## src/rtl/food_spawner.sv

```systemverilog
// food_spawner: turns the free-running random cell stream into a food position
// that lies inside the playfield walls and does not overlap the snake body.
// The snake body is scanned through a synchronous-read segment RAM port.
module food_spawner #(
    parameter int WIDTH      = 1280,
    parameter int HEIGHT     = 720,
    parameter int WALL_WIDTH = 10,
    parameter int ADDR_W     = 5,
    parameter int MAX_LEN    = 32,
    parameter int MAX_TRIES  = 16
) (
    input  logic              vga_clk,
    input  logic              rst_n,
    input  logic [10:0]       rand_x,
    input  logic [10:0]       rand_y,
    input  logic [10:0]       cell_size,
    input  logic              spawn_req,
    input  logic [ADDR_W:0]   snake_len,
    output logic [ADDR_W-1:0] seg_addr,
    input  logic [10:0]       seg_x,
    input  logic [10:0]       seg_y,
    output logic [10:0]       food_x,
    output logic [10:0]       food_y,
    output logic              food_valid,
    output logic              busy,
    output logic              spawn_fail
);

    localparam int TRY_W = $clog2(MAX_TRIES + 1);

    // Playfield limits at 12 bits so candidate + cell_size never wraps.
    localparam logic [11:0]       WALL_LO = 12'(WALL_WIDTH);
    localparam logic [11:0]       X_HI    = 12'(WIDTH - WALL_WIDTH);
    localparam logic [11:0]       Y_HI    = 12'(HEIGHT - WALL_WIDTH);
    localparam logic [ADDR_W:0]   LEN_MAX = (ADDR_W + 1)'(MAX_LEN);
    localparam logic [TRY_W-1:0]  TRY_MAX = TRY_W'(MAX_TRIES);

    typedef enum logic [1:0] {IDLE, SAMPLE, BOUND, SCAN} state_t;

    state_t            state_q;
    logic [10:0]       cand_x_q, cand_y_q, cell_q;
    logic [ADDR_W:0]   len_q;
    logic [ADDR_W:0]   cnt_q;
    logic [TRY_W-1:0]  try_q;
    logic [ADDR_W-1:0] seg_addr_q;
    logic [10:0]       food_x_q, food_y_q;
    logic              food_valid_q, busy_q, spawn_fail_q;

    logic [ADDR_W:0]   len_d;
    logic [TRY_W-1:0]  try_d;
    logic [ADDR_W:0]   next_addr;
    logic [11:0]       sum_x, sum_y;
    logic              bound_ok, hit, scan_done, retry;

    assign len_d     = (snake_len > LEN_MAX) ? LEN_MAX : snake_len;
    assign try_d     = try_q + 1'b1;
    assign next_addr = cnt_q + 1'b1;
    assign sum_x     = {1'b0, cand_x_q} + {1'b0, cell_q};
    assign sum_y     = {1'b0, cand_y_q} + {1'b0, cell_q};
    assign bound_ok  = ({1'b0, cand_x_q} >= WALL_LO) && ({1'b0, cand_y_q} >= WALL_LO) &&
                       (sum_x <= X_HI) && (sum_y <= Y_HI);
    // cnt_q counts SCAN cycles; from cnt_q = 1 on, the RAM returns address cnt_q-1.
    assign hit       = (cnt_q != '0) && (seg_x == cand_x_q) && (seg_y == cand_y_q);
    assign scan_done = (cnt_q == len_q);
    assign retry     = ((state_q == BOUND) && !bound_ok) || ((state_q == SCAN) && hit);

    // Request sequencing: sample, wall check, body scan, then commit/retry/fail.
    always_ff @(posedge vga_clk or negedge rst_n) begin
        if (!rst_n) begin
            state_q       <= IDLE;
            cand_x_q      <= '0;
            cand_y_q      <= '0;
            cell_q        <= '0;
            len_q         <= '0;
            cnt_q         <= '0;
            try_q         <= '0;
            seg_addr_q    <= '0;
            food_x_q      <= '0;
            food_y_q      <= '0;
            food_valid_q  <= 1'b0;
            busy_q        <= 1'b0;
            spawn_fail_q  <= 1'b0;
        end else begin
            spawn_fail_q <= 1'b0;
            case (state_q)
                IDLE: begin
                    if (spawn_req) begin
                        state_q      <= SAMPLE;
                        busy_q       <= 1'b1;
                        food_valid_q <= 1'b0;
                        try_q        <= '0;
                        cell_q       <= cell_size;
                        len_q        <= len_d;
                    end
                end
                SAMPLE: begin
                    cand_x_q <= rand_x;
                    cand_y_q <= rand_y;
                    state_q  <= BOUND;
                end
                BOUND: begin
                    if (bound_ok) begin
                        state_q    <= SCAN;
                        seg_addr_q <= '0;
                        cnt_q      <= '0;
                    end
                end
                SCAN: begin
                    if (!hit) begin
                        if (scan_done) begin
                            food_x_q     <= cand_x_q;
                            food_y_q     <= cand_y_q;
                            food_valid_q <= 1'b1;
                            busy_q       <= 1'b0;
                            state_q      <= IDLE;
                        end else begin
                            cnt_q <= next_addr;
                            // Past the last segment the address just holds for the drain cycle.
                            if (next_addr < len_q) begin
                                seg_addr_q <= next_addr[ADDR_W-1:0];
                            end
                        end
                    end
                end
                default: state_q <= IDLE;
            endcase

            // A rejected candidate either starts a fresh attempt or ends the request.
            if (retry) begin
                try_q <= try_d;
                if (try_d == TRY_MAX) begin
                    state_q      <= IDLE;
                    busy_q       <= 1'b0;
                    spawn_fail_q <= 1'b1;
                end else begin
                    state_q <= SAMPLE;
                end
            end
        end
    end

    assign seg_addr   = seg_addr_q;
    assign food_x     = food_x_q;
    assign food_y     = food_y_q;
    assign food_valid = food_valid_q;
    assign busy       = busy_q;
    assign spawn_fail = spawn_fail_q;

endmodule

```

## config.mk

```make
export PLATFORM = sky130hd
export DESIGN_NAME = food_spawner
export DESIGN_NICKNAME = d
export VERILOG_FILES = /design/src/rtl/food_spawner.sv
export SDC_FILE = /design/constraint.sdc
export NUM_CORES = 1
export LEC_CHECK = 0
export ABC_AREA = 0
export ABC_CLOCK_PERIOD_IN_PS = 6200
export BUFFER_PORTS_ARGS = -buffer_cell sky130_fd_sc_hd__buf_2
export CAP_MARGIN = 25
export CORE_MARGIN = 10
export CORE_UTILIZATION = 40
export CTS_CLUSTER_DIAMETER = 100
export DETAILED_ROUTE_END_ITERATION = 10
export PLACE_DENSITY = 0.71
export SLEW_MARGIN = 10
export SYNTH_ARGS = -nofsm -noshare
export SYNTH_HDL_FRONTEND = slang
export SYNTH_SLANG_ARGS = --single-unit
```

## constraint.sdc

```tcl
create_clock -name vga_clk -period 6.2 [get_ports vga_clk]
set_input_delay 1.24 -clock vga_clk [delete_from_list [all_inputs] [get_ports vga_clk]]
set_output_delay 1.24 -clock vga_clk [all_outputs]
set_load 0.05 [all_outputs]
```

# ---- After elaboration in Yosys (flattened, before gate mapping)
# Index checks and enable logic that the tools add are counted.
dict set report totals {
  n_memories 0
  reg_bits 82
  ramBits 0
  inputBits 64
  latch_bits 0
  romBits 0
  wordCells 95
}
dict set report op_classes {
  reduce_logical 22
  bitwise 1
  n_mul 0
  shift 0
  div_mod_pow 0
  eq_ne 17
  magnitude_cmp 6
  mux 32
  n_addsub 4
}
# op count
set ops {}
lappend ops {{$mux W5} 7}
lappend ops {{$add A11 B11 Y12} 2}
lappend ops {{$mux W6} 4}
lappend ops {{$eq A11 B11 Y1} 2}
lappend ops {{$ge A11 B4 Y1 const B} 2}
lappend ops {{$le A12 B10 Y1 const B} 1}
lappend ops {{$le A12 B11 Y1 const B} 1}
lappend ops {{$ne A3 B3 Y1 const B} 4}
lappend ops {{$pmux W6 S2} 1}
lappend ops {{$reduce_and A4 Y1} 3}
lappend ops {{$mux W1} 11}
lappend ops {{$mux W2} 5}
lappend ops {{$ne A2 B2 Y1 const B} 5}
lappend ops {{$pmux W5 S2} 1}
lappend ops {{$pmux W2 S4} 1}
lappend ops {{$reduce_bool A2 Y1} 4}
lappend ops {{$logic_and A1 B1 Y1} 7}
lappend ops {{$add A6 B1 Y6 const B} 1}
lappend ops {{$eq A6 B6 Y1} 1}
lappend ops {{$gt A6 B6 Y1 const B} 1}
lappend ops {{$lt A6 B6 Y1} 1}
lappend ops {{$reduce_bool A6 Y1} 1}
lappend ops {{$add A5 B1 Y5 const B} 1}
lappend ops {{$eq A5 B5 Y1 const B} 1}
lappend ops {{11 further kinds} 14}

# ---- Logic depth before layout (Yosys ltp)
dict set report depth {
  ltp_word 9
  mapped_depth 12
  mapped_depth_nobuf 12
}

# ---- Least setup slack after synthesis
# OpenSTA, ideal clock, no wires.
dict set report synth_path {
  path_kind {input to register}
  start {input port seg_x[7]}
  end {register seg_addr_q[0], in the netlist seg_addr[0]}
  path_buffers 0
  path_slack_ps 3097
  t_arrival_ps 2978
  t_required_ps 6075
  stages 9
  setup_time_ps 125
  cell_sequence {xor2_1 -> a311oi_1 -> nand4_1 -> nor2_1 -> a211o_1 -> a311oi_2 -> o211ai_4 -> a22oi_4 -> mux2_4}
}
dict set report synth_via {
  elab_chain_cells 5
}
# element line_no
set synth_lines {}
lappend synth_lines {{start: declaration} 20} ;# input logic [10:0] seg_x,
lappend synth_lines {{$eq A11 B11 Y1} 63} ;# assign hit = (cnt_q != '0) && (seg_x == cand_x_q) && (seg_y == cand_y_q);
lappend synth_lines {{$logic_and A1 B1 Y1 (2 in series)} 63}
lappend synth_lines {{$ne A2 B2 Y1 (no line)} n/a}
lappend synth_lines {{$reduce_and A5 Y1 (no line)} n/a}
lappend synth_lines {{end signal: assignment} 120} ;# seg_addr_q <= next_addr[ADDR_W-1:0];
lappend synth_lines {{end: declaration} 45} ;# logic [ADDR_W-1:0] seg_addr_q;
# Every way passes these cells.
# A chain may end at the register's enable or synchronous reset.

# ---- Worst setup path after layout
dict set report layout_path {
  start {register cand_y_q[0]}
  end {register seg_addr_q[0], in the netlist seg_addr[0]}
}
dict set report layout_via {
  elab_chain_cells 6
}
# element line_no
set layout_lines {}
lappend layout_lines {{start: declaration} 41} ;# logic [10:0] cand_x_q, cand_y_q, cell_q;
lappend layout_lines {{start signal: assignment} 98} ;# cand_y_q <= rand_y;
lappend layout_lines {{parallel branches: the longest is 5 deep, another holds $add A11 B11 Y12} n/a}
lappend layout_lines {{$reduce_and A5 Y1 (no line) (*)} n/a}
# Mark *: on every way between the ends.

==> flow_summary.yaml <==
sta:
  hold_viol: 0
  tightest_slew_ps: 1010
  tns_ps: 0
  fmax_mhz: 280
  worst_hold_slack_ps: 490
  clock_skew_ps: 10.3
  rsz0062_at_grt: "false"
  setup_viol: 0
  period_needed_ps: 3570
  finalCritPeriodShare_pct: 57.5
  slew_violations: 0
  slew_headroom_pct: 32.4
synthesis:
  avgSynthCellArea_um2: 10.6
  synth.cell_area_um2: 5040
  synth_top_family_by_area: "multiplexers"
  yosys.area_share.simple_pct: 12.9
  synth_fp_nets: 580
  synth_mux_area_share_pct: 13.9
  synth_most_common_cell: "dfrtp_1"
  synth_ff_type: "dfrtp_1"
  synth_cell_types: 60
  synthArstFlopShare_pct: 100
  synth_top_area_share_pct: 40.7
  synth_area_leader_cell: "dfrtp_1"
  synth_seq_cells: 82
  synth.area.top_cells: "dfrtp_1 41%, mux2_2 12%, ha_1 8.9%, xor2_1 5.0%, o21ai_0 2.4%"
  synth_xor_area_share_pct: 7.29
  synth.yosys.seq_area_share_pct: 40.7
  synth_common_cells: "82 x dfrtp_1, 52 x mux2_2, 36 x ha_1"
  synth_compound_area_share_pct: 12.4
  synth_edf_count: 0
  synthCells: 478
  synthAdderAreaFrac_pct: 9.72
  yosysWarnings: 0
route:
  detail-route-antenna-nets: 0
  drc: 0
  dr.pass1.iters: 5
  post_drt_wl_per_cell_um: 17.7
  vias: 4064
  viasPerCell: 5.45
  first_iter_violations: 189
  wl_mm: 13.2
setup_path:
  start_kind: "register"
  required_ps: 6420
  endpoint_kind: "register"
  path_class: "reg -> reg"
  crit_fanout: 9
  crit_arrival_ps: 3790
cts:
  holdBufCountCts: 0
  post_cts_buffers: 0
  clock_latency_ps: 340
  ctsLongestPathBuffers: 2
  cts_resized: 0
  clock_sinks: 82
  htreeDepth: 3
  clockRootBuffer: "clkbuf_16"
  clk_pin_slew_ps: 60
  cts-buffers-inserted: 9
  cts_tree: "built"
placed_design:
  place_congestion: 0.858
  port_buffers: 93
  post-dp-hpwl_mm: 10.2
pwr:
  p_leak_uw: 0.00283
  p_per_area_nw_per_um2: 644
  ir_drop_mv: 0.365
  totalPowerFinal_uw: 3870
floorplan:
  chipHeight_um: 132
  core_um2: 12200
  rows: 40
  ios: 94
  die_area_um2: 17500
  die_x_um: 132
  initial_core_util_pct: 41.5
hold_path:
  hold_class: "reg -> reg"
finish:
  fin_nets: 675
  layout-drive-gt1-share_pct: 30.8
  antenna_cells: 0
  area_growth_pct: 19.2
  final_util_pct: 49.4
outcome:
  status: "completed"
run:
  maxCapViolations: 0
global_routing:
  grt_max_degree: 83
  overflow: 0
  grt_usage_pct: 15.0
  antenna_found_initial: 0
  grt_pass1_wl_mm: 21.8
  first_global_vias: 4190
critical path: stages (launching register included):
cell and delay, ps:
dfrtp_1 460, ha_1 230, inv_1 70, fa_1 410, nand2b_1 190, a21oi_1 230, o31ai_1 110, xor2_1 150
a2111oi_0 460, a21oi_1 220, o211ai_4 400, a22oi_4 180, mux2_4 330
cell families (layout without fill, tap and decap cells):
| group | Yosys count | after routing |
|---|---|---|
| XOR/XNOR | 42 | 42 |
| multiplexers | 62 | 62 |
| adder cells (fa/ha/maj) | 38 | 38 |
| AO/OA/AOI/OAI | 89 | 89 |
| buffers and inverters | 42 | 142 |
| flip-flops | 82 | 82 |
| AND/OR/NAND/NOR | 123 | 123 |
metal layers:
metal / wire length [um] / GRT usage [%] / part of all wire, % / vias to the layer above
met4: 256 / 5.32 / 1.9 / 0
met1: 5780 / 19.2 / 44 / 2007
li1: - / - / - / 1907
met2: 6260 / 24.5 / 48 / 131
met3: 877 / 3.20 / 6.7 / 19
met5: 0 / 0 / 0 / -
where the power goes:
group	total [uW]	internal (uW)	switching [uW]	leakage (uW)
logic	2300	943	1360	0.00166
registers	1070	771	296	0.00103
clock network	502	274	228	0.000140
total	3870	1990	1880	0.00283
placed cells by master (no fill, tap or decap), types with 4 or more instances in the layout:
| cell type | n |
|---|---|
| buf_2 | 92 |
| dfrtp_1 | 82 |
| mux2_2 | 52 |
| ha_1 | 36 |
| nand2_1 | 32 |
| inv_1 | 30 |
| xor2_1 | 29 |
| o21ai_0 | 24 |
| a21oi_1 | 18 |
| nor2_1 | 15 |
| xnor2_1 | 13 |
| nand3_1 | 12 |
| nand2b_1 | 12 |
| nor3_1 | 11 |
| clkbuf_16 | 9 |
| nor4_1 | 8 |
| mux2i_1 | 7 |
| a211oi_1 | 6 |
| nor2b_1 | 6 |
| nand4_1 | 5 |
| a21o_1 | 4 |
| o22ai_1 | 4 |
path summary, 6_finish.rpt:
path,startpoint,endpoint,slack [ps],depth (start not counted)
worst max-delay path,cand_y_q[0],seg_addr[0],2630,12
worst min-delay path,len_q[0],len_q[0],490,2
worst max register to register,cand_y_q[0],seg_addr[0],2630,12
worst min register to register,len_q[0],len_q[0],490,2
max in group asynchronous,rst_n,seg_addr[0],4820,2
min in group asynchronous,rst_n,cand_x_q[0],780,1
state kept, by name, summed over array words and instances, names as in the netlist:
register    count
cand_y_q       11
try_q           5
food_valid      1
cand_x_q       11
food_x         11
busy            1
seg_addr        5
state_q         2
food_y         11
spawn_fail      1
len_q           6
cnt_q           6
cell_q         11
metrics by stage:
step | std cells | instance area, um2 | setup WS (ps)
2_1_floorplan | 478 | 5040 | 3100
3_3_place_gp | 727 | 5680 | 2530
3_5_place_dp | 728 | 5690 | 2380
4_1_cts | 744 | 5970 | 2710
5_1_grt | 746 | 6010 | 2280
6_report | 746 | 6010 | 2630
cell type report:
type                       instances  area (um2)
multi-input combinational        354        2830
timing repair buffer              96         526
fill                            1080        6150
sequential                        82        2050
clock inverter                     7        50.0
tap                              168         210
clock buffer                       9         225
inverter                          30         113
Note: power is estimated with default switching activity, not from simulation.
